**config.mk**
```make
export PLATFORM = sky130hd
export DESIGN_NAME = imm_gen_stage
export DESIGN_NICKNAME = d
export VERILOG_FILES = /design/src/rtl/imm_gen_stage_pkg.sv /design/src/rtl/imm_gen_stage_format.sv /design/src/rtl/imm_gen_stage.sv
export SDC_FILE = /design/constraint.sdc
export NUM_CORES = 1
export LEC_CHECK = 0
export CAP_MARGIN = 10
export CORE_ASPECT_RATIO = 2
export CORE_MARGIN = 1
export CORE_UTILIZATION = 51
export CTS_CLUSTER_SIZE = 25
export DETAILED_ROUTE_END_ITERATION = 10
export GPL_TIMING_DRIVEN = 0
export PLACE_DENSITY = 0.85
export SLEW_MARGIN = 5
export SYNTH_ARGS = -nofsm -noshare
export SYNTH_HDL_FRONTEND = slang
export SYNTH_SLANG_ARGS = --single-unit
```
**constraint.sdc**
```tcl
create_clock -name clk -period 9.25 [get_ports clk]
set_input_delay 0.925 -clock clk [delete_from_list [all_inputs] [get_ports clk]]
set_output_delay 0.925 -clock clk [all_outputs]
set_load 0.05 [all_outputs]
```
**src/rtl/imm_gen_stage_pkg.sv**
```systemverilog
// imm_gen_stage_pkg
//   Shared constants and types for the immediate generator stage.
//   - IMM_CTRL_* : immediate format select encodings (IMM_OP_W_DEF bits,
//                  all mutually distinct). The base RV32/64 codes keep their
//                  established values; ZIMM and the RVC codes are new.
//   - stage_state_t : occupancy of the output/skid register pair, encoded
//                     as {out_valid, sk_valid}.
//   Optional feature macro: IMMGEN_RVC_EN (the RVC codes are always defined
//   here but are only decoded when the macro is set).
package imm_gen_stage_pkg;

    localparam int IMM_OP_W_DEF = 6;

    typedef logic [IMM_OP_W_DEF-1:0] imm_op_t;

    localparam imm_op_t IMM_CTRL_ITYPE_SHAMT = 6'h01;
    localparam imm_op_t IMM_CTRL_ITYPE       = 6'h02;
    localparam imm_op_t IMM_CTRL_STYPE       = 6'h03;
    localparam imm_op_t IMM_CTRL_BTYPE       = 6'h04;
    localparam imm_op_t IMM_CTRL_UTYPE       = 6'h05;
    localparam imm_op_t IMM_CTRL_JTYPE       = 6'h06;
    localparam imm_op_t IMM_CTRL_ZIMM        = 6'h07;
    localparam imm_op_t IMM_CTRL_CI          = 6'h08;
    localparam imm_op_t IMM_CTRL_CSS         = 6'h09;
    localparam imm_op_t IMM_CTRL_CIW         = 6'h0A;
    localparam imm_op_t IMM_CTRL_CL          = 6'h0B;
    localparam imm_op_t IMM_CTRL_CB          = 6'h0C;
    localparam imm_op_t IMM_CTRL_CJ          = 6'h0D;

    // Encoded as {out_valid, sk_valid}; 2'b01 is unreachable.
    typedef enum logic [1:0] {
        ST_EMPTY = 2'b00,
        ST_FULL1 = 2'b10,
        ST_FULL2 = 2'b11
    } stage_state_t;

endpackage

```
**src/rtl/imm_gen_stage_format.sv**
```systemverilog
// imm_format
//   Purely combinational immediate extraction: instruction + format select
//   in, XLEN-wide extended immediate and an illegal-select flag out.
//   Ports:
//     instr [31:0]        raw instruction
//     op    [IMM_OP_W-1:0] IMM_CTRL_* format select
//     imm   [XLEN-1:0]    extended immediate (0 on an undefined select)
//     err                 1 when op is not a decoded encoding
//   Optional feature macro: IMMGEN_RVC_EN adds the compressed formats
//   (CI/CSS/CIW/CL/CB/CJ) decoded from instr[15:0].
module imm_format
    import imm_gen_stage_pkg::*;
#(
    parameter int XLEN     = 32,
    parameter int IMM_OP_W = 6
) (
    input  logic [31:0]         instr,
    input  logic [IMM_OP_W-1:0] op,
    output logic [XLEN-1:0]     imm,
    output logic                err
);

    // Opcode bits never feed an immediate in the base formats.
    logic unused_opcode_bits;
    assign unused_opcode_bits = ^instr[6:0];

    // Size casts of $signed() values sign-extend; plain casts zero-extend.
    always_comb begin
        imm = '0;
        err = 1'b0;
        case (op)
            IMM_OP_W'(IMM_CTRL_ITYPE_SHAMT):
                imm = (XLEN == 64) ? XLEN'(instr[25:20]) : XLEN'(instr[24:20]);
            IMM_OP_W'(IMM_CTRL_ITYPE):
                imm = XLEN'($signed(instr[31:20]));
            IMM_OP_W'(IMM_CTRL_STYPE):
                imm = XLEN'($signed({instr[31:25], instr[11:7]}));
            IMM_OP_W'(IMM_CTRL_BTYPE):
                imm = XLEN'($signed({instr[31], instr[7], instr[30:25], instr[11:8], 1'b0}));
            IMM_OP_W'(IMM_CTRL_UTYPE):
                imm = XLEN'($signed({instr[31:12], 12'b0}));
            IMM_OP_W'(IMM_CTRL_JTYPE):
                imm = XLEN'($signed({instr[31], instr[19:12], instr[20], instr[30:21], 1'b0}));
            IMM_OP_W'(IMM_CTRL_ZIMM):
                imm = XLEN'(instr[19:15]);
`ifdef IMMGEN_RVC_EN
            IMM_OP_W'(IMM_CTRL_CI):
                imm = XLEN'($signed({instr[12], instr[6:2]}));
            IMM_OP_W'(IMM_CTRL_CSS):
                imm = XLEN'({instr[8:7], instr[12:9], 2'b0});
            IMM_OP_W'(IMM_CTRL_CIW):
                imm = XLEN'({instr[10:7], instr[12:11], instr[5], instr[6], 2'b0});
            IMM_OP_W'(IMM_CTRL_CL):
                imm = XLEN'({instr[5], instr[12:10], instr[6], 2'b0});
            IMM_OP_W'(IMM_CTRL_CB):
                imm = XLEN'($signed({instr[12], instr[6:5], instr[2], instr[11:10],
                                     instr[4:3], 1'b0}));
            IMM_OP_W'(IMM_CTRL_CJ):
                imm = XLEN'($signed({instr[12], instr[8], instr[10:9], instr[6], instr[7],
                                     instr[2], instr[11], instr[5:3], 1'b0}));
`endif
            default: begin
                imm = '0;
                err = 1'b1;
            end
        endcase
    end

endmodule

```
**src/rtl/imm_gen_stage.sv**
```systemverilog
// imm_gen_stage
//   Registered, flow-controlled immediate generator at the decode/execute
//   boundary. An output register plus one skid register make in_ready a
//   pure flop output, independent of out_ready.
//   Handshake: a beat moves on a port only in a cycle where valid and ready
//   are both high at the rising edge; valid never waits on ready, and an
//   offered beat is held stable by its source until it transfers.
//   Ports:
//     clk, rst (sync, active-high), flush (sync, drops all held entries)
//     in_valid/in_ready, in_instr[31:0], in_imm_op, in_pc[XLEN-1:0], in_tag
//     out_valid/out_ready, out_imm, out_target (= pc + imm, wraps),
//     out_tag, out_imm_err (select was undefined)
//   XLEN must be 32 or 64.
//   Optional feature macro: IMMGEN_RVC_EN (compressed formats, see imm_format).
module imm_gen_stage
    import imm_gen_stage_pkg::*;
#(
    parameter int XLEN     = 32,
    parameter int IMM_OP_W = 6,
    parameter int TAG_W    = 4
) (
    input  logic                clk,
    input  logic                rst,
    input  logic                flush,
    input  logic                in_valid,
    output logic                in_ready,
    input  logic [31:0]         in_instr,
    input  logic [IMM_OP_W-1:0] in_imm_op,
    input  logic [XLEN-1:0]     in_pc,
    input  logic [TAG_W-1:0]    in_tag,
    output logic                out_valid,
    input  logic                out_ready,
    output logic [XLEN-1:0]     out_imm,
    output logic [XLEN-1:0]     out_target,
    output logic [TAG_W-1:0]    out_tag,
    output logic                out_imm_err
);

    // Input-side formation; the result loads into whichever slot is free.
    logic [XLEN-1:0] fmt_imm;
    logic [XLEN-1:0] fmt_target;
    logic            fmt_err;

    imm_format #(.XLEN(XLEN), .IMM_OP_W(IMM_OP_W)) u_format (
        .instr (in_instr),
        .op    (in_imm_op),
        .imm   (fmt_imm),
        .err   (fmt_err)
    );

    assign fmt_target = in_pc + fmt_imm;

    logic                sk_valid;
    logic [XLEN-1:0]     sk_imm;
    logic [XLEN-1:0]     sk_target;
    logic [TAG_W-1:0]    sk_tag;
    logic                sk_imm_err;

    stage_state_t state;
    logic         accept;
    logic         take;

    assign state  = stage_state_t'({out_valid, sk_valid});
    assign accept = in_valid & in_ready;
    assign take   = out_valid & out_ready;

    always_ff @(posedge clk) begin
        if (rst) begin
            out_valid   <= 1'b0;
            sk_valid    <= 1'b0;
            in_ready    <= 1'b1;
            out_imm     <= '0;
            out_target  <= '0;
            out_tag     <= '0;
            out_imm_err <= 1'b0;
            sk_imm      <= '0;
            sk_target   <= '0;
            sk_tag      <= '0;
            sk_imm_err  <= 1'b0;
        end else if (flush) begin
            // Data registers keep their contents; only occupancy is dropped.
            out_valid <= 1'b0;
            sk_valid  <= 1'b0;
            in_ready  <= 1'b1;
        end else begin
            case (state)
                ST_EMPTY: begin
                    if (accept) begin
                        out_valid   <= 1'b1;
                        out_imm     <= fmt_imm;
                        out_target  <= fmt_target;
                        out_tag     <= in_tag;
                        out_imm_err <= fmt_err;
                    end
                end
                ST_FULL1: begin
                    if (accept && take) begin
                        out_imm     <= fmt_imm;
                        out_target  <= fmt_target;
                        out_tag     <= in_tag;
                        out_imm_err <= fmt_err;
                    end else if (accept) begin
                        // Output is stuck: park the new beat and close the input.
                        sk_valid   <= 1'b1;
                        in_ready   <= 1'b0;
                        sk_imm     <= fmt_imm;
                        sk_target  <= fmt_target;
                        sk_tag     <= in_tag;
                        sk_imm_err <= fmt_err;
                    end else if (take) begin
                        out_valid <= 1'b0;
                    end
                end
                ST_FULL2: begin
                    // in_ready is low here, so no accept can coincide.
                    if (take) begin
                        sk_valid    <= 1'b0;
                        in_ready    <= 1'b1;
                        out_imm     <= sk_imm;
                        out_target  <= sk_target;
                        out_tag     <= sk_tag;
                        out_imm_err <= sk_imm_err;
                    end
                end
                default: begin
                    // Skid-without-output cannot be reached; recover to empty.
                    out_valid <= 1'b0;
                    sk_valid  <= 1'b0;
                    in_ready  <= 1'b1;
                end
            endcase
        end
    end

endmodule

```
==> results of run 1 <==
## state kept, by name (all words and copies together), names as in the netlist
register / cells
in_ready: 1
out_imm: 32
out_imm_err: 1
out_tag: 4
out_target: 32
out_valid: 1
sk_imm: 32
sk_imm_err: 1
sk_tag: 4
sk_target: 32
sk_valid: 1
## routing by layer
layer | vias to the layer above | track usage | part of all wire
met3 | 154 | 0.0634 | 0.062
met1 | 3845 | 0.374 | 0.35
met2 | 457 | 0.609 | 0.51
met4 | 0 | 0.275 | 0.076
met5 | - | 0 | 0
li1 | 3955 | - | -
## synth_stat cells (all sizes together) (7+ instances only)
cell / count
nand2: 170
a21oi: 153
dfxtp: 141
nor2: 136
clkbuf: 64
a211oi: 56
o21ai: 51
inv: 37
ha: 31
xnor2: 24
a311oi: 21
nand3: 17
buf: 13
a31oi: 11
and2: 10
a21o: 9
nor3: 8
o21bai: 8
nor4: 7
## worst max-delay path: stages
cell	delay [ns]
clkdlybuf4s50_1	0.49
buf_2	0.23
nor2_1	0.07
mux2i_1	0.14
nor2_1	0.11
a222oi_1	0.76
inv_1	0.20
fa_1	0.50
a21oi_1	0.30
o211ai_1	0.21
nand2_1	0.14
a21oi_1	0.12
a211o_1	0.32
a211oi_2	0.34
o21ai_2	0.20
xnor2_1	0.16
a311oi_1	0.22
## area by class of cell
cell class                 instances  area, um^2  share of cell area
tap                              195         244              0.0246
clock inverter                    14         151              0.0153
antenna                            1        2.50            0.000252
buffer                            77         307              0.0309
sequential                       141        2820               0.285
clock buffer                      18         439              0.0443
timing repair buffer             139        1390               0.140
inverter                          38         143              0.0144
multi-input combinational        781        4420               0.445
## stage by stage
step	cell area, um^2	hold slack, ns	total power [W]	utilization	worst slack [ns]
detailed placement	9320	0.447	0.000915	0.633	3.81
global route	9910	0.470	0.00164	0.673	3.97
CTS	9910	0.455	0.00159	0.673	4.23
floorplan	7690	0.437	0.000811	-	5.14
global placement	9320	0.442	0.000912	0.633	3.89
finish	9920	0.456	0.00159	0.673	4.13
## worst min path at each step
stage                             start             to  slack (ns)  cells after the start
after floorplan               sk_imm[0]      sk_imm[0]        0.44                      2
after global placement    sk_target[10]  sk_target[10]        0.44                      2
after detailed placement      sk_imm[6]      sk_imm[6]        0.45                      2
after CTS                     sk_imm[6]      sk_imm[6]        0.46                      2
after global routing          sk_tag[0]      sk_tag[0]        0.47                      2
final                         sk_imm[6]      sk_imm[6]        0.46                      2
## logic make-up after synthesis
family	after synthesis	synth area share
AO/OA/AOI/OAI	338	0.276
XOR/XNOR	29	0.0330
adder cells (fa/ha/maj)	32	0.0531
buffers and inverters	115	0.0584
flip-flops	141	0.367
multiplexers	6	0.00781
AND/OR/NAND/NOR	376	0.205
## power groups by stage
stage | sequential, W | combinational, W | clock (W)
final | 0.000636 | 0.000271 | 0.000688
after global routing | 0.000637 | 0.000289 | 0.000713
after CTS | 0.000636 | 0.000268 | 0.000684
after detailed placement | 0.000649 | 0.000266 | 0
after global placement | 0.000649 | 0.000264 | 0
after floorplan | 0.000699 | 0.000111 | 0
==> results.py, run 1 <==
metrics = {
    "sta": {
        "post-route-period-util": 0.553,
        "fmax_mhz": 195,
        "rsz0062_at_grt": "no",
        "setup_violations": 0,
        "finalMaxSlewViolations": 0,
        "layout_min_cycle_time_ns": 5.12,
        "fin_skew_ns": 0.00665,
        "finalSetupTns_ns": 0,
        "worst_pin_slew_ns": 1.13,
        "hold_violations": 0,
        "max_slew_margin": 0.243,
    },
    "cts": {
        "cts_tree": "built",
        "cts-buffers-inserted": 17,
        "cts_root_buf": "clkbuf_16",
        "cts-hold-fix-buffers": 0,
        "cts-resized-gates": 0,
        "post_cts_buffers": 0,
        "numClockSinks": 141,
        "htree_levels": 4,
        "clk_pin_slew_ns": 0.06,
        "clock_latency_ns": 0.43,
        "cts_max_path_buffers": 2,
    },
    "finish": {
        "fill_cells": 1293,
        "final_common_cell": "nand2_1",
        "fin_cells": 1404,
        "drive_gt1_frac": 0.0439,
        "final_cell_mix": "nand2_1, a21oi_1, dfxtp_1",
        "layout.nets": 1306,
        "area_growth_pct": 29.0,
    },
    "pwr": {
        "p_int_w": 0.00111,
        "power_leakage_nw": 3.90,
        "pwr-share-clk": 0.431,
        "switching_share": 0.303,
        "pwr-share-seq": 0.399,
        "power_density_nw_per_um2": 161,
        "vdd_drop_max_mv": 0.116,
        "p_switching_w": 0.000483,
        "p_comb_frac": 0.170,
    },
    "floorplanning": {
        "ios": 150,
        "core_um2": 14700,
        "die_h_um": 176,
        "row_count": 63,
        "die_area_um2": 15600,
        "initial_core_util": 0.522,
        "fp.dieW_um": 88.8,
    },
    "synthesis": {
        "yosysUniqueCellTypes": 54,
        "synthCells": 1037,
        "avgSynthCellArea_um2": 7.41,
        "synth_ff_type": "dfxtp_1",
        "synth_nets": 1148,
        "ys_top_cells_by_area": "dfxtp_1, a21oi_1, nand2_1, nor2_1, a211oi_1",
        "synth_top_area_cell": "dfxtp_1",
        "synthArstFlopShare": 0,
        "synth_seq_cells": 141,
        "syn_area_um2": 7690,
        "netlist.area_leader.share": 0.367,
        "yosysSeqAreaShare": 0.367,
        "yosysWarnings": 0,
        "synth_edf_count": 0,
    },
    "worst_setup_path": {
        "worst_r2r_endpoint": "sk_imm[4]",
        "cp-startpoint": "in_imm_op[1]",
        "crit_type": "primary input to flip-flop",
        "cp.arrival_ns": 5.45,
        "r2r_slack_ns": 6.41,
        "regToRegStartpoint": "out_valid",
        "worstSetupEndpoint": "out_target[30]",
        "reg2reg_depth": 5,
        "crit_fanout": 10,
        "cp-start-kind": "primary input",
        "cp_data_required_time_ns": 9.59,
        "endpoint_kind": "flip-flop",
    },
    "placement": {
        "dp_hpwl_um": 20500,
        "dpl.cell_count": 1371,
        "gp_congestion": 1.03,
        "portBuffers": 139,
    },
    "detailed_routing": {
        "drtIter0Drc": 662,
        "drc": 0,
        "ant_nets": 0,
        "dr.pass1.iters": 7,
        "via_per_inst": 5.99,
        "vias": 8411,
        "wl_per_cell_um": 19.2,
        "routed_wirelength_um": 27000,
    },
    "grt": {
        "overflow": 0,
        "grt_max_degree": 17,
        "antenna_found_initial": 0,
        "grt_pass1_wl_um": 41400,
        "grt_pass1_vias": 8130,
        "grtUsageTotal": 0.356,
    },
    "min_path": {
        "hold_class": "flip-flop to flip-flop",
    },
    "run_status": {
        "outcome": "finished, final reports clean",
    },
    "run": {
        "maxCapViolCount": 0,
    },
}
(Power assumes the default switching activity.)
==> inputs of run 2 (changes only) <==
==> constraint.sdc (replaced) <==
create_clock -name clk -period 5.1 [get_ports clk]
set_input_delay 0.51 -clock clk [delete_from_list [all_inputs] [get_ports clk]]
set_output_delay 0.51 -clock clk [all_outputs]
set_load 0.05 [all_outputs]
==> results of run 2 <==
Same layout as run 1 (identical final DEF). Status: finished, final reports clean.
Among the figures that moved: setup slack after placement 3.81 ns -> 0.0761 ns; setup slack after layout 4.13 ns -> 0.397 ns; register-to-register setup slack 6.41 ns -> 2.26 ns; total power 0.00159 W -> 0.00289 W; worst IR drop on VDD 0.116 mV -> 0.211 mV
==> inputs of run 3 (changes only) <==
--- a/config.mk
+++ b/config.mk
@@ -12,8 +12,9 @@
 export CTS_CLUSTER_SIZE = 25
 export DETAILED_ROUTE_END_ITERATION = 10
 export GPL_TIMING_DRIVEN = 0
+export MAX_ROUTING_LAYER = met4
 export PLACE_DENSITY = 0.85
-export SLEW_MARGIN = 5
+export SLEW_MARGIN = 20
 export SYNTH_ARGS = -nofsm -noshare
 export SYNTH_HDL_FRONTEND = slang
 export SYNTH_SLANG_ARGS = --single-unit
==> run 3 against run 2 <==
Against the previous run: critical path depth unchanged; worst setup slack worse by 0.013 ns; combinational power about the same; routed wire length down 0.23%; sequential power about the same; critical endpoint unchanged; largest cell class unchanged; highest routed layer unchanged.
==> results.py, run 3 (synthesis results as in run 1) <==
metrics = {
    "sta": {
        "rsz0062_at_grt": "no",
        "layout_min_cycle_time_ns": 4.72,
        "post-route-period-util": 0.925,
        "max_slew_margin": 0.189,
        "fin_skew_ns": 0.00901,
        "finalMaxSlewViolations": 0,
        "hold_violations": 0,
        "setup_ws_ns": 0.384,
        "setup_violations": 0,
        "fmax_mhz": 212,
        "worst_pin_slew_ns": 1.21,
        "finalSetupTns_ns": 0,
        "timing.hold.ws_ns": 0.454,
    },
    "detailed_routing": {
        "drc": 0,
        "routed_wirelength_um": 26900,
        "drtIter0Drc": 667,
        "wl_per_cell_um": 19.2,
        "vias": 8302,
        "via_per_inst": 5.92,
        "ant_nets": 0,
        "dr.pass1.iters": 7,
    },
    "grt": {
        "grtUsageTotal": 0.365,
        "grt_pass1_wl_um": 41200,
        "grt_max_degree": 17,
        "antenna_found_initial": 0,
        "overflow": 0,
        "grt_pass1_vias": 8139,
    },
    "worst_setup_path": {
        "crit_fanout": 10,
        "crit_type": "primary input to flip-flop",
        "endpoint_kind": "flip-flop",
        "cp-start-kind": "primary input",
        "cp.arrival_ns": 5.05,
        "cp_data_required_time_ns": 5.44,
    },
    "cts": {
        "cts_tree": "built",
        "cts-hold-fix-buffers": 0,
        "cts-resized-gates": 0,
        "htree_levels": 4,
        "clock_latency_ns": 0.43,
        "cts_max_path_buffers": 2,
        "cts-buffers-inserted": 17,
        "post_cts_buffers": 0,
        "numClockSinks": 141,
        "cts_root_buf": "clkbuf_16",
        "clk_pin_slew_ns": 0.06,
    },
    "min_path": {
        "hold_class": "flip-flop to flip-flop",
    },
    "placement": {
        "dp_hpwl_um": 20600,
        "portBuffers": 139,
        "placement.cell_area_um2": 9320,
        "pre_cts_ws_ns": 0.112,
        "gp_congestion": 1.04,
    },
    "finish": {
        "fill_cells": 1305,
        "final_area_um2": 9950,
        "drive_gt1_frac": 0.0414,
        "final_cell_mix": "nand2_1, a21oi_1, dfxtp_1",
        "layout.nets": 1306,
        "final_common_cell": "nand2_1",
        "area_growth_pct": 29.4,
    },
    "run": {
        "maxCapViolCount": 0,
    },
    "floorplanning": {
        "die_h_um": 176,
        "die_area_um2": 15600,
        "ios": 150,
        "core_um2": 14700,
        "fp.dieW_um": 88.8,
        "initial_core_util": 0.522,
        "row_count": 63,
    },
    "pwr": {
        "vdd_drop_max_mv": 0.234,
        "power_density_nw_per_um2": 299,
        "power_leakage_nw": 3.91,
    },
    "run_status": {
        "outcome": "finished, final reports clean",
    },
}
-- run 3: cell count changes in the layout (fill, tap and decap cells not counted), sizes merged --
cell and delta:
inv -7, bufinv +3, clkbuf +3
-- run 3: worst max-delay path, stage by stage --
cell             delay (ns)
clkdlybuf4s50_1        0.48
buf_2                  0.23
nor2_1                 0.07
mux2i_1                0.14
nor2_1                 0.11
a222oi_1               0.71
inv_1                  0.22
fa_1                   0.51
a21oi_1                0.32
o211ai_1               0.21
nand2_1                0.12
a21oi_1                0.12
a211o_1                0.33
a211oi_2               0.38
o21ai_2                0.21
xnor2_1                0.16
a311oi_1               0.21
-- run 3: where the power goes --
part	total, W	switching (W)	internal, W	leakage, nW
registers	0.00115	0.0000187	0.00113	1.14
clock network	0.00133	0.000485	0.000841	0.291
logic	0.000493	0.000313	0.000180	2.47
-- run 3: area by class of cell --
type                    count  area, um^2  share of cell area
repair buffers            139        1390               0.140
multi-input cells         781        4420               0.444
flip-flops and latches    141        2820               0.284
clock buffers              21         460              0.0463
inverters                  38         143              0.0143
clock inverters            10         164              0.0165
plain buffers              77         307              0.0308
diodes                      1        2.50            0.000251
well taps                 195         244              0.0245
-- run 3: path summary, 6_finish.rpt --
| check | from | endpoint | slack [ns] | cells after the start |
|---|---|---|---|---|
| worst max-delay path | in_imm_op[1] | out_target[30] | 0.38 | 17 |
| worst max register to register | out_valid | sk_target[22] | 2.27 | 6 |
| worst min register to register | sk_target[3] | sk_target[3] | 0.45 | 2 |
| worst min-delay path | sk_target[3] | sk_target[3] | 0.45 | 2 |
-- run 3: metrics by stage --
step / utilization / std cells / total power, W
2_1_floorplan: - / 1037 / 0.00147
3_3_place_gp: 0.633 / 1371 / 0.00165
3_5_place_dp: 0.633 / 1371 / 0.00166
4_1_cts: 0.675 / 1402 / 0.00297
5_1_grt: 0.675 / 1402 / 0.00305
6_report: 0.675 / 1403 / 0.00297
-- run 3: routing by layer --
layer	wire length, um	global-route usage	part of all wire	vias to the layer above
met3	1670	0.0630	0.062	136
met5	0	-	0	-
met1	9460	0.359	0.35	3812
li1	-	-	-	3953
met4	2010	0.278	0.075	0
met2	13800	0.620	0.51	401
